### src/rtl/serial_pattern_pkg.sv
// Shared types and constants for the serial pattern transmitter.
// The state encoding is also used by the bench-visible FSM in serial_pattern_tx.
package serial_pattern_pkg;

  localparam int DEFAULT_WIDTH = 4;
  localparam int CNT_W         = 8;

  typedef enum logic {
    IDLE  = 1'b0,
    SHIFT = 1'b1
  } state_t;

endpackage

### src/rtl/serial_pattern_tx_piso.sv
// Parallel-in / serial-out shift register with load, shift and bit-order select.
// The serial output is the register's edge bit: MSB when MSB_FIRST=1, else LSB.
module piso_shreg #(
  parameter int WIDTH     = 4,
  parameter bit MSB_FIRST = 1'b1
) (
  input  logic             clk,
  input  logic             rst,
  input  logic             load,
  input  logic             shift,
  input  logic [WIDTH-1:0] din,
  output logic             sout
);

  logic [WIDTH-1:0] sreg;

  always_ff @(posedge clk or posedge rst) begin
    if (rst) begin
      sreg <= '0;
    end else if (load) begin
      sreg <= din;
    end else if (shift) begin
      // Shift away from the output end so the next bit lands on sout.
      if (MSB_FIRST) sreg <= {sreg[WIDTH-2:0], 1'b0};
      else           sreg <= {1'b0, sreg[WIDTH-1:1]};
    end
  end

  assign sout = MSB_FIRST ? sreg[WIDTH-1] : sreg[0];

endmodule

### src/rtl/serial_pattern_tx.sv
// Serializes WIDTH-bit patterns onto dout with a valid/ready input handshake.
// The last-bit cycle accepts the next pattern so frames can run back-to-back.
module serial_pattern_tx
  import serial_pattern_pkg::*;
#(
  parameter int WIDTH     = DEFAULT_WIDTH,
  parameter bit MSB_FIRST = 1'b1
) (
  input  logic             clk,
  input  logic             rst,
  input  logic [WIDTH-1:0] pat,
  input  logic             pat_valid,
  output logic             pat_ready,
  output logic             dout,
  output logic             dout_valid,
  output logic             done,
  output logic [CNT_W-1:0] frame_cnt
);

  localparam int              BCW      = $clog2(WIDTH) + 1;
  localparam logic [BCW-1:0]  LAST_BIT = BCW'(WIDTH - 1);

  state_t           state, state_nxt;
  logic [BCW-1:0]   bit_cnt, bit_cnt_nxt;
  logic [CNT_W-1:0] frame_cnt_nxt;
  logic             last_bit;
  logic             hs;
  logic             load;
  logic             shift;
  logic             sh_out;

  piso_shreg #(
    .WIDTH    (WIDTH),
    .MSB_FIRST(MSB_FIRST)
  ) u_piso (
    .clk  (clk),
    .rst  (rst),
    .load (load),
    .shift(shift),
    .din  (pat),
    .sout (sh_out)
  );

  always_ff @(posedge clk or posedge rst) begin
    if (rst) begin
      state     <= IDLE;
      bit_cnt   <= '0;
      frame_cnt <= '0;
    end else begin
      state     <= state_nxt;
      bit_cnt   <= bit_cnt_nxt;
      frame_cnt <= frame_cnt_nxt;
    end
  end

  always_comb begin
    state_nxt     = state;
    bit_cnt_nxt   = bit_cnt;
    frame_cnt_nxt = frame_cnt;
    load          = 1'b0;
    shift         = 1'b0;

    last_bit   = (state == SHIFT) && (bit_cnt == LAST_BIT);
    // Ready is masked by rst so nothing handshakes while reset is held.
    pat_ready  = ~rst & ((state == IDLE) | last_bit);
    hs         = pat_valid & pat_ready;
    dout_valid = (state == SHIFT);
    dout       = (state == SHIFT) & sh_out;
    done       = last_bit;

    case (state)
      IDLE: begin
        if (hs) begin
          load        = 1'b1;
          bit_cnt_nxt = '0;
          state_nxt   = SHIFT;
        end
      end
      SHIFT: begin
        if (last_bit) begin
          frame_cnt_nxt = frame_cnt + CNT_W'(1);
          bit_cnt_nxt   = '0;
          if (hs) load      = 1'b1;
          else    state_nxt = IDLE;
        end else begin
          shift       = 1'b1;
          bit_cnt_nxt = bit_cnt + BCW'(1);
        end
      end
      default: state_nxt = IDLE;
    endcase
  end

endmodule

### config.mk
export PLATFORM = sky130hd
export DESIGN_NAME = serial_pattern_tx
export DESIGN_NICKNAME = d
export VERILOG_FILES = /design/src/rtl/serial_pattern_pkg.sv /design/src/rtl/serial_pattern_tx_piso.sv /design/src/rtl/serial_pattern_tx.sv
export SDC_FILE = /design/constraint.sdc
export NUM_CORES = 1
export LEC_CHECK = 0
export ABC_AREA = 1
export CORE_AREA = 4 4 46 48
export DETAILED_ROUTE_END_ITERATION = 7
export DIE_AREA = 0 0 50 52
export PLACE_DENSITY = 0.77
export SLEW_MARGIN = 10
export SYNTH_ARGS = -nofsm -noshare
export SYNTH_HDL_FRONTEND = slang
export SYNTH_SLANG_ARGS = --single-unit
### constraint.sdc
create_clock -name clk -period 1.75 [get_ports clk]
set_input_delay 0.35 -clock clk [delete_from_list [all_inputs] [get_ports clk]]
set_output_delay 0.35 -clock clk [all_outputs]
set_load 0.05 [all_outputs]
==> key figures, run 1 <==
STA
  • Final TNS setup: 0 ns
  • Endpoints failing setup: 0
  • Fmax: 592 MHz
  • Fin crit share: 0.966
  • Worst-Margin Slew: 0.293 ns
  • Crit path time final: 1.69 ns
  • Final Hold Viols: 0
  • Layout Skew: 0.00183 ns
  • Rel. slew slack: 0.805
  • Final Max Slew Viols: 0

Die
  • I/O Pins: 19
  • Row count: 15
  • Die ar.: 2600 um^2
  • Initial core utilization: 0.486
  • Core box area: 1710 um^2
  • Die width: 50 um
  • Die Span Y: 52 um

Final layout
  • Fin util: 0.684
  • Register area: 402 um^2
  • Final cell count without fillers: 149
  • Commonest non-fill, non-tap cell in the layout: nand2_1
  • Area grow syn2layout: 40.7%
  • Nets: 134
  • Layout cells sized above 1: 0.266
  • Most frequent cells in the layout: 32 x nand2_1, 15 x dfrtp_1, 12 x buf_4
  • Fill count: 138
  • Multi-input gate area: 405 um^2
  • ANT cells: 0
  • Final instance area: 1170 um^2

Clock tree
  • CTS clk-pin slew, worst paths: 0.10 ns
  • H-Tree Level Count: 1
  • # hold bufs at CTS: 0
  • CTS Buf Count: 3
  • Clk Latency, worst-skew pair: 0.29 ns
  • Max clock buf depth: 2
  • TritonCTS clock tree: built
  • Root buf cell: clkbuf_4
  • Clk sinks: 16

Power
  • Logic pwr share: 0.528
  • Sequential group share of total power: 0.339
  • Switching part of the total: 0.449
  • Lkg Pwr: 0.562 nW
  • Clk pwr share: 0.133
  • Max VDD drop: 0.987 mV
  • PD cells: 1620 nW/um^2
  • Switching Power: 0.850 mW
  • Total power: 1.89 mW
  • Internal: 1.04 mW

Setup path
  • CP arrival: 1.34 ns
  • CP most frequent cell: nand2_2
  • Slowest-stage cell, CP: dfrtp_1
  • CP Max Fanout: 4
  • R2r worst-path depth: 6
  • Critical path required time: 1.40 ns
  • Slowest stage delay, CP: 0.41 ns
  • Setup crit start kind: flip-flop
  • Worst Path Class, Setup: reg -> out
  • Worst setup EP type: output pin
  • Critical Path, Cell by Cell: ha_4 -> nand2_2 -> nand2_2 -> inv_2 -> nor2_4 -> buf_12

Yosys
  • Synthesized area: 831 um^2
  • Area share of the largest cell type after synthesis: 0.482
  • Distinct cells, synth: 20
  • Synth Register Bits: 16
  • Register area share after synthesis: 0.482
  • Synthesis Warnings: 0
  • Post-synth top area cell: dfrtp_1
  • Synth area leaders: dfrtp_1 48%, nand2_1 15%, nand3_1 6.0%
  • Syn Nets: 107
  • Syn Inst Count: 98
  • Syn avg cell area: 8.48 um^2

Place
  • I/O Buffers: 18
  • DP Wirelength: 1.28 mm
  • Placed cell area: 1090 um^2
  • Dpl cells: 143
  • Placer Congestion: 0.759

Global route
  • Antenna violations before repair: 0
  • Vias in the first global route: 697
  • Gr ovfl total: 0
  • Total track usage: 0.145
  • First-pass GRT wire length: 2.84 mm
  • Largest net degree at the start of global routing: 11

Detailed routing
  • Starting DRC count in detailed routing: 15
  • Drt drc: 0
  • Post-route ant nets: 0
  • Vias/cell: 5.04
  • First-pass DRT Iterations: 4
  • Wire per inst: 11.6 um
  • Vias: 751
  • Final WL: 1.73 mm

Hold path
  • Worst min path class: in -> async

Outcome
  • Status: finished, final reports clean

Run
  • Max_cap viols: 0
final timing paths:
kind	start	endpoint	slack, ns
min reg2reg	u_piso.sreg[0]	u_piso.sreg[1]	0.51
max reg2reg	bit_cnt[1]	u_piso.sreg[2]	0.54
max in group asynchronous	rst	dout_valid	0.87
max	bit_cnt[1]	pat_ready	0.06
min in group clk	u_piso.sreg[0]	u_piso.sreg[1]	0.51
min	rst	u_piso.sreg[2]	0.44
state kept, by name, summed over array words and instances, names as in the netlist:
name         flops
u_piso.sreg      4
frame_cnt        8
dout_valid       1
bit_cnt          3
stage by stage:
stage	hold slack [ns]	setup WS, ns
final	0.440	0.0594
after global routing	0.461	-0.00753
after CTS	0.431	0.0154
after detailed placement	0.485	0.143
after global placement	0.474	0.201
after floorplan	0.313	0.0917
power by group through the flow:
stage / Sequential (mW) / Clock (mW) / Combinational, mW
floorplan: 0.789 / 0 / 0.410
global placement: 0.627 / 0 / 0.910
detailed placement: 0.638 / 0 / 0.924
CTS: 0.638 / 0.256 / 0.973
global route: 0.662 / 0.273 / 1.06
finish: 0.642 / 0.252 / 0.998
per-layer routing:
layer  wire length [um]  vias up  GRT usage  part of all wire
li1                   -      372          -                 -
met2                870       15      0.239              0.50
met1                744      360      0.167              0.43
met5                  0        -          0                 0
met4                 38        0     0.0922             0.022
met3                 80        4     0.0344             0.046
what timing repair did:
action                                  in CTS  in global routing
gates resized for setup                      4                  4
setup buffers                                1                  1
pin swaps                                    0                  1
endpoints found under the setup margin       2                  2
cells in the mapped netlist:
cell / instances
buf_4: 1
nand3_1: 10
nand2_1: 34
xnor2_1: 1
inv_1: 10
o21ai_0: 1
dfrtp_1: 16
nand3_2: 1
a21oi_1: 2
nand2_2: 1
a22o_1: 1
o211ai_1: 3
xor2_1: 2
nand3_4: 1
nor2_4: 1
clkinv_2: 1
nor2_1: 5
nand4_1: 4
xnor2_2: 1
ha_1: 2
area by class of cell:
type / count / share of cell area
Sequential cell: 16 / 0.344
Timing Repair Buffer: 23 / 0.214
Clock buffer: 4 / 0.0310
Multi-Input combinational cell: 70 / 0.347
Tap cell: 25 / 0.0268
Inverter: 11 / 0.0375
worst max-delay path: cells and delay by family, from the launching register on:
family        cells  cell delay, ns
simple gates      3            0.25
flops             1            0.41
fa+ha+maj         1            0.18
buf+inv           2            0.20
kinds of logic after synthesis:
group / synth area share
AO/OA/AOI/OAI: 0.0557
XOR/XNOR: 0.0512
adder cells (fa/ha/maj): 0.0301
buffers and inverters: 0.0602
flip-flops: 0.482
AND/OR/NAND/NOR: 0.321
Note: power is estimated with default switching activity, not from simulation.
==> inputs of run 2 (changes only) <==
--- a/config.mk
+++ b/config.mk
@@ -6,10 +6,10 @@
 export NUM_CORES = 1
 export LEC_CHECK = 0
 export ABC_AREA = 1
-export CORE_AREA = 4 4 46 48
+export CORE_AREA = 4 4 49 51
 export DETAILED_ROUTE_END_ITERATION = 7
-export DIE_AREA = 0 0 50 52
-export PLACE_DENSITY = 0.77
+export DIE_AREA = 0 0 53 55
+export PLACE_DENSITY = 0.71
 export SLEW_MARGIN = 10
 export SYNTH_ARGS = -nofsm -noshare
 export SYNTH_HDL_FRONTEND = slang
==> constraint.sdc (replaced) <==
create_clock -name clk -period 1.4 [get_ports clk]
set_input_delay 0.21 -clock clk [delete_from_list [all_inputs] [get_ports clk]]
set_output_delay 0.21 -clock clk [all_outputs]
set_load 0.05 [all_outputs]
==> run 2 against run 1 <==
  * The run now ends with setup timing left
  * Sequential power increased by 31%
  * Critical path type unchanged
  * Routed wire length grew 0.75%
  * Via count up 2.0%
  * First-iteration DRC count shrank 60%
  * Largest cell class unchanged
  * Worst hold slack better by 0.00062 ns
  * Combinational power rose by 43%
  * Clock skew is 0.0035 ns higher
  * Sequential cell count is the same
  * Final area is 12% higher
==> key figures, run 2 (synthesized netlist as in run 1, its figures left out) <==
Run
  • Max_cap viols: 0 (unchanged)

STA
  • Final Hold Viols: 0 (unchanged)
  • Worst-Margin Slew: 0.296 ns (was 0.293 ns)
  • Fin crit share: 1.06
  • Final Max Slew Viols: 0 (unchanged)
  • Endpoints failing setup: 2 (was 0)
  • Final worst slack: -0.0894 ns (was 0.0594 ns)
  • Layout Skew: 0.00529 ns (was 0.00183 ns)
  • Crit path time final: 1.49 ns
  • Final TNS setup: -0.156 ns (was 0 ns)
  • Fmax: 671 MHz
  • RSZ-0062 raised after global routing: true
  • Hold Slack: 0.440 ns (about the same)
  • Rel. slew slack: 0.803 (was 0.805)

Detailed routing
  • DR WL met3: 102 um (was 80 um)
  • Max layer used: met4 (unchanged)
  • Post-route ant nets: 0 (unchanged)
  • DRT met1 WL: 728 um (was 744 um)
  • Met2 WL post-DR: 873 um (was 870 um)
  • Final WL: 1.75 mm (was 1.73 mm)
  • Starting DRC count in detailed routing: 6 (was 15)
  • Drt drc: 0 (unchanged)
  • Vias: 766 (was 751)
  • Wire per inst: 11.1 um (was 11.6 um)
  • Vias/cell: 4.85 (was 5.04)
  • First-pass DRT Iterations: 4 (unchanged)

Final layout
  • Flip-flop count of the largest register after layout: 8 (unchanged)
  • Regs by FF count: frame_cnt: 8 flops, u_piso.sreg: 4 flops, bit_cnt: 3 flops (unchanged)
  • Nets: 141 (was 134)
  • ANT cells: 0 (unchanged)
  • Layout cells sized above 1: 0.313 (was 0.266)
  • Final cell count without fillers: 158 (was 149)
  • Final instance area: 1310 um^2 (was 1170 um^2)
  • Top reg by flops: frame_cnt (unchanged)
  • Commonest non-fill, non-tap cell in the layout: nand2_1 (unchanged)
  • Area grow syn2layout: 57.2% (was 40.7%)
  • Most frequent cells in the layout: 32 x nand2_1, 13 x dfrtp_1, 12 x buf_12, 12 x buf_4, 10 x nand3_1 (was 32 x nand2_1, 15 x dfrtp_1, 12 x buf_4)

Hold path
  • Worst min path class: in -> async (unchanged)

Global route
  • Antenna violations before repair: 0 (unchanged)
  • Gr ovfl total: 0 (unchanged)
  • Total track usage: 0.137 (was 0.145)
  • First-pass GRT wire length: 2.87 mm (was 2.84 mm)
  • Vias in the first global route: 724 (was 697)
  • Largest net degree at the start of global routing: 11 (unchanged)

Setup path
  • Critical Path, Cell by Cell: ha_4 -> nand2_2 -> nand2_2 -> inv_2 -> nor2_4 -> buf_12 (unchanged)
  • Slowest-stage cell, CP: dfrtp_1 (unchanged)
  • Worst setup EP type: output pin (unchanged)
  • Slowest stage delay, CP: 0.40 ns (was 0.41 ns)
  • Setup crit start kind: flip-flop (unchanged)
  • Critical path required time: 1.19 ns (was 1.40 ns)
  • Worst Path Class, Setup: reg -> out (unchanged)
  • CP Max Fanout: 3 (was 4)
  • CP arrival: 1.28 ns (was 1.34 ns)
  • CP most frequent cell: nand2_2 (unchanged)

Clock tree
  • TritonCTS clock tree: built (unchanged)
  • CTS Buf Count: 3 (unchanged)
  • Max clock buf depth: 2 (unchanged)
  • CTS clk-pin slew, worst paths: 0.09 ns (was 0.10 ns)
  • Clk Latency, worst-skew pair: 0.28 ns (was 0.29 ns)
  • Clk sinks: 16 (unchanged)
  • Root buf cell: clkbuf_4 (unchanged)
  • H-Tree Level Count: 1 (unchanged)

Place
  • Placer Congestion: 0.913 (was 0.759)
  • DP Wirelength: 1.39 mm (was 1.28 mm)
  • Placed cell area: 1210 um^2 (was 1090 um^2)
  • Setup WS pre-CTS: -0.0161 ns (was 0.143 ns)
  • I/O Buffers: 18 (unchanged)
  • Dpl cells: 148 (was 143)

Power
  • Lkg Pwr: 0.608 nW (was 0.562 nW)
  • Max VDD drop: 1.70 mV (was 0.987 mV)
  • PD cells: 1920 nW/um^2 (was 1620 nW/um^2)

Die
  • Core box area: 1940 um^2 (was 1710 um^2)
  • Initial core utilization: 0.428 (was 0.486)
  • Die width: 53 um (was 50 um)
  • Die ar.: 2920 um^2 (was 2600 um^2)
  • Die Span Y: 55 um (was 52 um)
  • Row count: 16 (was 15)
  • I/O Pins: 19 (unchanged)

Outcome
  • Status: finished with violations (was finished, final reports clean)
  • Failing checks: setup timing
[run 2: area by class of cell]
class	instances	area, um^2
repair buffers	30	390
multi-input cells	70	405
clock buffers	4	26.3
fillers	161	636
flip-flops and latches	16	404
inverters	11	46.3
well taps	27	33.8
[run 2: final timing paths]
check,from,endpoint,slack [ns],cells after the start
worst max-delay path,bit_cnt[0],pat_ready,-0.09,6
worst min-delay path,rst,frame_cnt[0],0.44,3
worst max register to register,bit_cnt[1],frame_cnt[2],0.06,7
worst min register to register,u_piso.sreg[1],u_piso.sreg[2],0.52,2
max in group asynchronous,rst,dout_valid,0.80,3
min in group clk,pat[0],u_piso.sreg[0],0.49,3
[run 2: repair_timing]
item / in CTS / in global routing
buffers inserted: 3 / 4
hold buffers: 0 / 0
pin swaps: 1 / 2
gates resized for setup: 4 / 2
endpoints found under the setup margin: 2 / 4
[run 2: stage by stage]
step / utilization / total power, mW
after CTS: 0.659 / 2.51
final: 0.673 / 2.51
after global routing: 0.673 / 2.67
after global placement: 0.625 / 2.12
after detailed placement: 0.625 / 2.14
after floorplan: - / 1.52
[run 2: layer usage]
layer  vias to the layer above  global-route usage
met3                         6              0.0268
met5                         -                   0
li1                        386                   -
met4                         0              0.0894
met2                        25               0.250
met1                       349               0.145
[run 2: report_power, final]
group	switching (mW)	total [mW]	leakage, nW	internal, mW
registers	0.225	0.839	0.206	0.615
clock network	0.129	0.240	0.0150	0.110
logic	0.730	1.43	0.386	0.700
[run 2: critical path: cells and delay by family, from the launching register on]
kind	cells	cell delay, ns
and+or+nand+nor	3	0.23
DFF	1	0.40
buffers and inverters	2	0.20
adders and majority gates	1	0.17
